File: src/rtl/mem_pkg.sv
// Shared types and parameter defaults for the fetch/data memory arbiter.
package mem_pkg;

  typedef enum logic {
    IDLE = 1'b0,
    WAIT = 1'b1
  } arb_state_t;

  typedef enum logic {
    OWN_IF = 1'b0,
    OWN_D  = 1'b1
  } owner_t;

  localparam int MEM_LAT_DEFAULT    = 2;
  localparam int STARVE_MAX_DEFAULT = 4;

  // Fetches always read a full word.
  localparam logic [3:0] FETCH_BE = 4'b1111;

endpackage

File: src/rtl/mem_arbiter_if.sv
// Bus bundle between the two requesters, the arbiter and the memory port.
interface mem_arbiter_if;

  logic        if_req;
  logic [31:0] if_addr;
  logic        if_gnt;
  logic        if_rvalid;
  logic [31:0] if_rdata;

  logic        d_req;
  logic        d_we;
  logic [3:0]  d_be;
  logic [31:0] d_addr;
  logic [31:0] d_wdata;
  logic        d_gnt;
  logic        d_rvalid;
  logic [31:0] d_rdata;

  logic        m_req;
  logic        m_we;
  logic [3:0]  m_be;
  logic [31:0] m_addr;
  logic [31:0] m_wdata;
  logic [31:0] m_rdata;

  modport slave (
    input  if_req, if_addr,
    input  d_req, d_we, d_be, d_addr, d_wdata,
    input  m_rdata,
    output if_gnt, if_rvalid, if_rdata,
    output d_gnt, d_rvalid, d_rdata,
    output m_req, m_we, m_be, m_addr, m_wdata
  );

  modport master (
    output if_req, if_addr,
    output d_req, d_we, d_be, d_addr, d_wdata,
    output m_rdata,
    input  if_gnt, if_rvalid, if_rdata,
    input  d_gnt, d_rvalid, d_rdata,
    input  m_req, m_we, m_be, m_addr, m_wdata
  );

endinterface

File: src/rtl/mem_arb_starve.sv
// Saturating count of consecutive fetch losses; o_force_if flips priority to fetch.
module mem_arb_starve
  import mem_pkg::*;
#(
  parameter int STARVE_MAX = STARVE_MAX_DEFAULT
) (
  input  logic clk,
  input  logic reset,
  input  logic i_inc,
  input  logic i_clr,
  output logic o_force_if
);

  localparam int CNT_W = $clog2(STARVE_MAX + 1);
  localparam logic [CNT_W-1:0] CNT_MAX = CNT_W'(STARVE_MAX);

  logic [CNT_W-1:0] r_cnt;

  // NOTE: clocked state uses non-blocking assignments so every register samples pre-edge values.
  always_ff @(posedge clk) begin
    if (!reset) begin
      r_cnt <= '0;
    end else if (i_clr) begin
      r_cnt <= '0;
    end else if (i_inc && (r_cnt != CNT_MAX)) begin
      r_cnt <= r_cnt + CNT_W'(1);
    end
  end

  assign o_force_if = (r_cnt == CNT_MAX);

endmodule

File: src/rtl/mem_arbiter.sv
// Two-port (fetch/data) arbiter onto a single fixed-latency memory, one transaction in flight.
module mem_arbiter
  import mem_pkg::*;
#(
  parameter int MEM_LAT    = MEM_LAT_DEFAULT,
  parameter int STARVE_MAX = STARVE_MAX_DEFAULT
) (
  input  logic          clk,
  input  logic          reset,
  mem_arbiter_if.slave  bus,
  output logic          busy
);

  arb_state_t r_state;
  owner_t     r_owner;
  logic [3:0] r_lat_cnt;

  logic w_idle;
  logic w_force_if;
  logic w_grant_d;
  logic w_grant_if;
  logic w_last;

  // Outputs are gated by reset so nothing is granted or returned while it is held.
  assign w_idle     = reset && (r_state == IDLE);
  assign w_grant_d  = w_idle && bus.d_req && !(bus.if_req && w_force_if);
  assign w_grant_if = w_idle && bus.if_req && !w_grant_d;
  assign w_last     = reset && (r_state == WAIT) && (r_lat_cnt == 4'd1);

  mem_arb_starve #(
    .STARVE_MAX (STARVE_MAX)
  ) u_starve (
    .clk        (clk),
    .reset      (reset),
    .i_inc      (w_idle && bus.if_req && w_grant_d),
    .i_clr      (w_idle && (!bus.if_req || w_grant_if)),
    .o_force_if (w_force_if)
  );

  always_ff @(posedge clk) begin
    if (!reset) begin
      r_state   <= IDLE;
      r_lat_cnt <= '0;
      r_owner   <= OWN_IF;
    end else begin
      case (r_state)
        IDLE: begin
          if (w_grant_d || w_grant_if) begin
            r_state   <= WAIT;
            r_lat_cnt <= 4'(MEM_LAT);
            r_owner   <= w_grant_d ? OWN_D : OWN_IF;
          end
        end
        WAIT: begin
          r_lat_cnt <= r_lat_cnt - 4'd1;
          if (r_lat_cnt == 4'd1) begin
            r_state <= IDLE;
          end
        end
        default: r_state <= IDLE;
      endcase
    end
  end

  // NOTE: every output of this block gets a default first, so no path can infer a latch.
  always_comb begin
    bus.m_req   = 1'b0;
    bus.m_we    = 1'b0;
    bus.m_be    = '0;
    bus.m_addr  = '0;
    bus.m_wdata = '0;
    if (w_grant_d) begin
      bus.m_req   = 1'b1;
      bus.m_we    = bus.d_we;
      bus.m_be    = bus.d_be;
      bus.m_addr  = bus.d_addr;
      bus.m_wdata = bus.d_wdata;
    end else if (w_grant_if) begin
      bus.m_req   = 1'b1;
      bus.m_be    = FETCH_BE;
      bus.m_addr  = bus.if_addr;
    end
  end

  assign bus.if_gnt    = w_grant_if;
  assign bus.d_gnt     = w_grant_d;
  assign bus.if_rvalid = w_last && (r_owner == OWN_IF);
  assign bus.d_rvalid  = w_last && (r_owner == OWN_D);
  assign bus.if_rdata  = bus.if_rvalid ? bus.m_rdata : '0;
  assign bus.d_rdata   = bus.d_rvalid  ? bus.m_rdata : '0;
  assign busy          = reset && (r_state == WAIT);

endmodule
File: src/flat_wrapper.sv
// flat-port wrapper written by rule: the top's interface ports become plain ports
module mem_arbiter_flat import mem_pkg::*;
#(
  parameter int MEM_LAT    = MEM_LAT_DEFAULT,
  parameter int STARVE_MAX = STARVE_MAX_DEFAULT
)
  (clk, reset, busy, bus_if_req, bus_if_addr, bus_d_req, bus_d_we, bus_d_be, bus_d_addr, bus_d_wdata, bus_m_rdata, bus_if_gnt, bus_if_rvalid, bus_if_rdata, bus_d_gnt, bus_d_rvalid, bus_d_rdata, bus_m_req, bus_m_we, bus_m_be, bus_m_addr, bus_m_wdata);
  mem_arbiter_if bus_i ();
  input  logic clk;
  input  logic reset;
  output logic busy;
  input wire logic [$bits(bus_i.if_req)-1:0] bus_if_req;
  input wire logic [$bits(bus_i.if_addr)-1:0] bus_if_addr;
  input wire logic [$bits(bus_i.d_req)-1:0] bus_d_req;
  input wire logic [$bits(bus_i.d_we)-1:0] bus_d_we;
  input wire logic [$bits(bus_i.d_be)-1:0] bus_d_be;
  input wire logic [$bits(bus_i.d_addr)-1:0] bus_d_addr;
  input wire logic [$bits(bus_i.d_wdata)-1:0] bus_d_wdata;
  input wire logic [$bits(bus_i.m_rdata)-1:0] bus_m_rdata;
  output wire logic [$bits(bus_i.if_gnt)-1:0] bus_if_gnt;
  output wire logic [$bits(bus_i.if_rvalid)-1:0] bus_if_rvalid;
  output wire logic [$bits(bus_i.if_rdata)-1:0] bus_if_rdata;
  output wire logic [$bits(bus_i.d_gnt)-1:0] bus_d_gnt;
  output wire logic [$bits(bus_i.d_rvalid)-1:0] bus_d_rvalid;
  output wire logic [$bits(bus_i.d_rdata)-1:0] bus_d_rdata;
  output wire logic [$bits(bus_i.m_req)-1:0] bus_m_req;
  output wire logic [$bits(bus_i.m_we)-1:0] bus_m_we;
  output wire logic [$bits(bus_i.m_be)-1:0] bus_m_be;
  output wire logic [$bits(bus_i.m_addr)-1:0] bus_m_addr;
  output wire logic [$bits(bus_i.m_wdata)-1:0] bus_m_wdata;
  assign bus_i.if_req = bus_if_req;
  assign bus_i.if_addr = bus_if_addr;
  assign bus_i.d_req = bus_d_req;
  assign bus_i.d_we = bus_d_we;
  assign bus_i.d_be = bus_d_be;
  assign bus_i.d_addr = bus_d_addr;
  assign bus_i.d_wdata = bus_d_wdata;
  assign bus_i.m_rdata = bus_m_rdata;
  assign bus_if_gnt = bus_i.if_gnt;
  assign bus_if_rvalid = bus_i.if_rvalid;
  assign bus_if_rdata = bus_i.if_rdata;
  assign bus_d_gnt = bus_i.d_gnt;
  assign bus_d_rvalid = bus_i.d_rvalid;
  assign bus_d_rdata = bus_i.d_rdata;
  assign bus_m_req = bus_i.m_req;
  assign bus_m_we = bus_i.m_we;
  assign bus_m_be = bus_i.m_be;
  assign bus_m_addr = bus_i.m_addr;
  assign bus_m_wdata = bus_i.m_wdata;
  mem_arbiter #(.MEM_LAT(MEM_LAT), .STARVE_MAX(STARVE_MAX)) u_core (.clk(clk), .reset(reset), .bus(bus_i), .busy(busy));
endmodule
File: config.mk
export PLATFORM = sky130hd
export DESIGN_NAME = mem_arbiter_flat
export DESIGN_NICKNAME = d
export VERILOG_FILES = /design/src/rtl/mem_pkg.sv /design/src/rtl/mem_arbiter_if.sv /design/src/rtl/mem_arb_starve.sv /design/src/rtl/mem_arbiter.sv /design/src/flat_wrapper.sv
export SDC_FILE = /design/constraint.sdc
export NUM_CORES = 1
export LEC_CHECK = 0
export ABC_CLOCK_PERIOD_IN_PS = 3850
export CAP_MARGIN = 20
export CORE_AREA = 5 5 105 107
export CTS_BUF_LIST = sky130_fd_sc_hd__clkbuf_4 sky130_fd_sc_hd__clkbuf_8
export CTS_CLUSTER_DIAMETER = 100
export DETAILED_ROUTE_END_ITERATION = 10
export DIE_AREA = 0 0 110 112
export GPL_TIMING_DRIVEN = 1
export PLACE_DENSITY = 0.69
export REMOVE_ABC_BUFFERS = 1
export SLEW_MARGIN = 20
export SYNTH_ARGS = -nofsm -noshare
export SYNTH_HDL_FRONTEND = slang
export SYNTH_HIERARCHICAL = 1
export SYNTH_SLANG_ARGS = --single-unit
File: constraint.sdc
create_clock -name clk -period 3.85 [get_ports clk]
set_input_delay 0.77 -clock clk [delete_from_list [all_inputs] [get_ports clk]]
set_output_delay 0.77 -clock clk [all_outputs]
set_load 0.03 [all_outputs]
==> metrics.log <==
[metrics] status: finished, final reports clean
[metrics] routed wire length per instance: 17.00 µm
[metrics] Starting Density: 17.01%
[metrics] Max transition margin: 74.91%
[metrics] pin slew with the least headroom to its limit: 0.3712 ns
[metrics] First-pass DRT Iterations: 4
[metrics] predominant post-synthesis flop cell: sky130_fd_sc_hd__dfxtp_1
[metrics] count of endpoints failing setup in the final report: 0
[metrics] Tot GR Track Use: 15.25%
[metrics] buffers added on ports: 275
[metrics] unrepaired setup endpoints after global routing: no
[metrics] CP endpoint kind: primary output
[metrics] placeable core area: 10050 µm²
[metrics] Critical Path, Cell by Cell: clkdlybuf4s50_1 > nand2b_4 > a211oi_4 > buf_12 > a22o_2 > buf_12
[metrics] shortest clock period the worst path allows after layout: 3.279 ns
[metrics] latest clock arrival within the worst-skew pair: 0.23 ns
[metrics] Data arrival, critical path: 2.51 ns
[metrics] Final Max Tran Viols: 0
[metrics] Max FO, Critical Path: 66
[metrics] global-route wire length before repair: 14.69 mm
[metrics] most numerous cell types in the synthesized netlist: sky130_fd_sc_hd__and2_1, sky130_fd_sc_hd__a22o_2, sky130_fd_sc_hd__buf_6, sky130_fd_sc_hd__dfxtp_1, sky130_fd_sc_hd__inv_1
[metrics] weighted congestion at the end of routability-driven global placement: 0.8858
[metrics] number of fill cells in the layout: 1010
[metrics] Post-Route M1 WL: 3.783 mm
[metrics] part of the cycle the worst path needs: 85.16%
[metrics] largest buffer count on any clock path: 2
[metrics] cell with the biggest individual delay on the critical path: sky130_fd_sc_hd__clkdlybuf4s50_1
[metrics] I/O Pins: 276
[metrics] antenna violation net count after detailed routing: 0
[metrics] top post-synthesis cells by area: sky130_fd_sc_hd__and2_1, sky130_fd_sc_hd__a22o_2, sky130_fd_sc_hd__dfxtp_1, sky130_fd_sc_hd__buf_6, sky130_fd_sc_hd__ha_1
[metrics] number of vias in the routed layout: 2512
[metrics] dominant cell by count in the synthesized netlist: sky130_fd_sc_hd__and2_1
[metrics] peak supply drop: 279.8 µV
[metrics] startpoint kind of the worst setup timing path: input pin
[metrics] final design utilization: 44.79%
[metrics] TritonCTS clock tree: built
[metrics] number of sinks handled by clock tree synthesis: 9
[metrics] number of diodes: 0
[metrics] R2R depth: 7
[metrics] Cell Area, Synth: 1709 µm²
[metrics] max incr delay on CP: 0.65 ns
[metrics] max frequency: 305.0 MHz
[metrics] hold violation total from the final report: 0
[metrics] cell taking the most area after synthesis: sky130_fd_sc_hd__and2_1
[metrics] routed vias/inst: 4.078
[metrics] top-area cell type share of the netlist area: 35.87%
[metrics] H-tree levels: 1
[metrics] share of post-route cells with drive strength above 1: 38.96%
[metrics] Clock Pin Slew Worst Setup and Hold Paths: 0.04 ns
[metrics] Async SR Flop Fraction: 0%
[metrics] leak pwr: 0.002101 µW
[metrics] initial detailed-routing violation count: 134
[metrics] clock root buffer: sky130_fd_sc_hd__clkbuf_8
[metrics] synthesized area divided by synthesized cell count: 8.024 µm²
[metrics] final setup TNS: 0 ns
[metrics] number of DRC violations after detailed routing: 0
[metrics] worst clock skew: 0.001565 ns
[metrics] highest metal layer with signal wires: met4
[metrics] total overflow reported by the global router: 0
[metrics] met2 wire length: 5.596 mm
[metrics] EDFF count, synth: 0
[metrics] largest delay contributor family on the critical path: buffers and inverters
[metrics] Worst Path Class, Setup: in -> out
[metrics] Num CTS Buffers: 3
[metrics] synthesis-stage register bit count: 9
[metrics] Die Span X: 110 µm
[metrics] hold-fix buffers at CTS: 0
[metrics] Hold Crit Depth: 2
[metrics] Area growth, synth to finish: 163.3%
[metrics] post-CTS sizing: 0
[metrics] routed wire length on met3: 953 µm
[metrics] buffer and inverter count on the worst path: 3
[metrics] DPL Wire Length: 8.971 mm
[metrics] total of warnings raised by yosys: 6
[metrics] path type of the worst min-delay path: reg -> reg
[metrics] data required time of the worst path: 3.08 ns
[metrics] power density cells: 146.9 nW/µm²
[metrics] Crit. path cell count: 6
[metrics] sequential fraction of the synthesis area: 10.54%
[metrics] number of nets in the final layout: 622
[metrics] initial antenna violation count: 0
[metrics] most frequent CP cell: sky130_fd_sc_hd__buf_12
[metrics] Post-CTS Repair Setup Buffers: 0
[metrics] Total Wirelength: 10.47 mm
[metrics] count of standard-cell rows: 37
[metrics] via count of the first global-routing pass: 2439
[metrics] distinct cell type count of the synthesized netlist: 36
[metrics] gate count after technology mapping: 213
[metrics] total die area: 12320 µm²
[metrics] maximum number of pins on one net before global-route repair: 67
[metrics] Die Height: 112 µm
[metrics] number of violations of the max-capacitance limit: 0
placed cells by master (no fill, tap or decap), types with 2 or more instances in the layout:
master,synthesis,routed
sky130_fd_sc_hd__buf_4,0,121
sky130_fd_sc_hd__and2_1,98,98
sky130_fd_sc_hd__ha_1,4,4
sky130_fd_sc_hd__mux2i_1,2,2
sky130_fd_sc_hd__a21oi_1,2,2
sky130_fd_sc_hd__nand3b_1,5,5
sky130_fd_sc_hd__clkbuf_8,0,3
sky130_fd_sc_hd__clkdlybuf4s50_1,0,138
sky130_fd_sc_hd__a22o_2,31,31
sky130_fd_sc_hd__nor2_1,3,3
sky130_fd_sc_hd__dfxtp_1,9,9
sky130_fd_sc_hd__a21o_1,4,4
sky130_fd_sc_hd__nand2_1,5,5
sky130_fd_sc_hd__nor3_4,2,2
sky130_fd_sc_hd__o21a_1,2,2
sky130_fd_sc_hd__buf_12,0,22
sky130_fd_sc_hd__nor2b_1,2,2
sky130_fd_sc_hd__inv_1,7,7
flip-flops by register name, summed over array words and instances, names as in the netlist:
register,count
u_core/r_lat_cnt,4
u_core/r_owner,1
u_core/r_state,1
u_core/u_starve/r_cnt,3
cell families (layout without fill, tap and decap cells):
family                     count (synthesis)  count (layout)  share of synthesized area [%]
AOI/OAI and AO/OA                         48              48                          26.43
adders and majority gates                  4               4                          2.928
buffers and inverters                     25             292                          10.83
DFF                                        9               9                          10.54
muxes                                      2               2                          1.171
and+or+nand+nor                          125             125                          48.10
layer usage:
layer / up-vias / track usage (%)
met2: 99 / 29.17
li1: 1260 / -
met5: - / 0
met1: 1147 / 17.10
met4: 0 / 2.328
met3: 6 / 3.362
stage by stage:
stage                     instance area (µm²)  instances  power, µW  hold slack, ns  setup WS, ns
after global placement                   4451        612      547.1          0.4697        0.5831
after global routing                     4499        616      696.7          0.5052        0.4510
final                                    4499        616      661.1          0.4818        0.5712
after floorplan                          1550        195      284.0          0.4430        0.3584
after detailed placement                 4451        612      549.4          0.4735        0.5637
after CTS                                4499        616      669.5          0.4836        0.5500
area by class of cell:
| type | instances | area (µm²) | share of cell area (%) |
|---|---|---|---|
| multi-input cells | 179 | 1344 | 29.87 |
| well taps | 136 | 170.2 | 3.782 |
| flip-flops and latches | 9 | 180.2 | 4.004 |
| repair buffers | 281 | 2730 | 60.68 |
| inverters | 7 | 26.28 | 0.5840 |
| clock buffers | 4 | 48.80 | 1.085 |
power breakdown:
part	leakage [µW]	internal, µW	switching [µW]	total, µW
registers	0.0000738	100	7.76	108
logic	0.00200	247	191	438
clock network	0.0000262	79.1	36.0	115
total	0.00210	427	235	661
path summary, 6_finish.rpt:
check | startpoint | to | slack (ns)
worst max register to register | u_core/u_starve/r_cnt[0]$_SDFFE_PP0P_ | u_core/u_starve/r_cnt[0]$_SDFFE_PP0P_ | 1.99
worst min-delay path | u_core/r_lat_cnt[3]$_SDFFE_PN0P_ | u_core/r_lat_cnt[3]$_SDFFE_PN0P_ | 0.48
worst min register to register | u_core/r_lat_cnt[3]$_SDFFE_PN0P_ | u_core/r_lat_cnt[3]$_SDFFE_PN0P_ | 0.48
worst max-delay path | reset | bus_m_addr[3] | 0.57
tightest hold or removal path: stages, from the launching register on:
cell                      delay, ns
sky130_fd_sc_hd__dfxtp_1       0.32
sky130_fd_sc_hd__nand2_1       0.06
sky130_fd_sc_hd__o31ai_1       0.05
(Power assumes the default switching activity.)
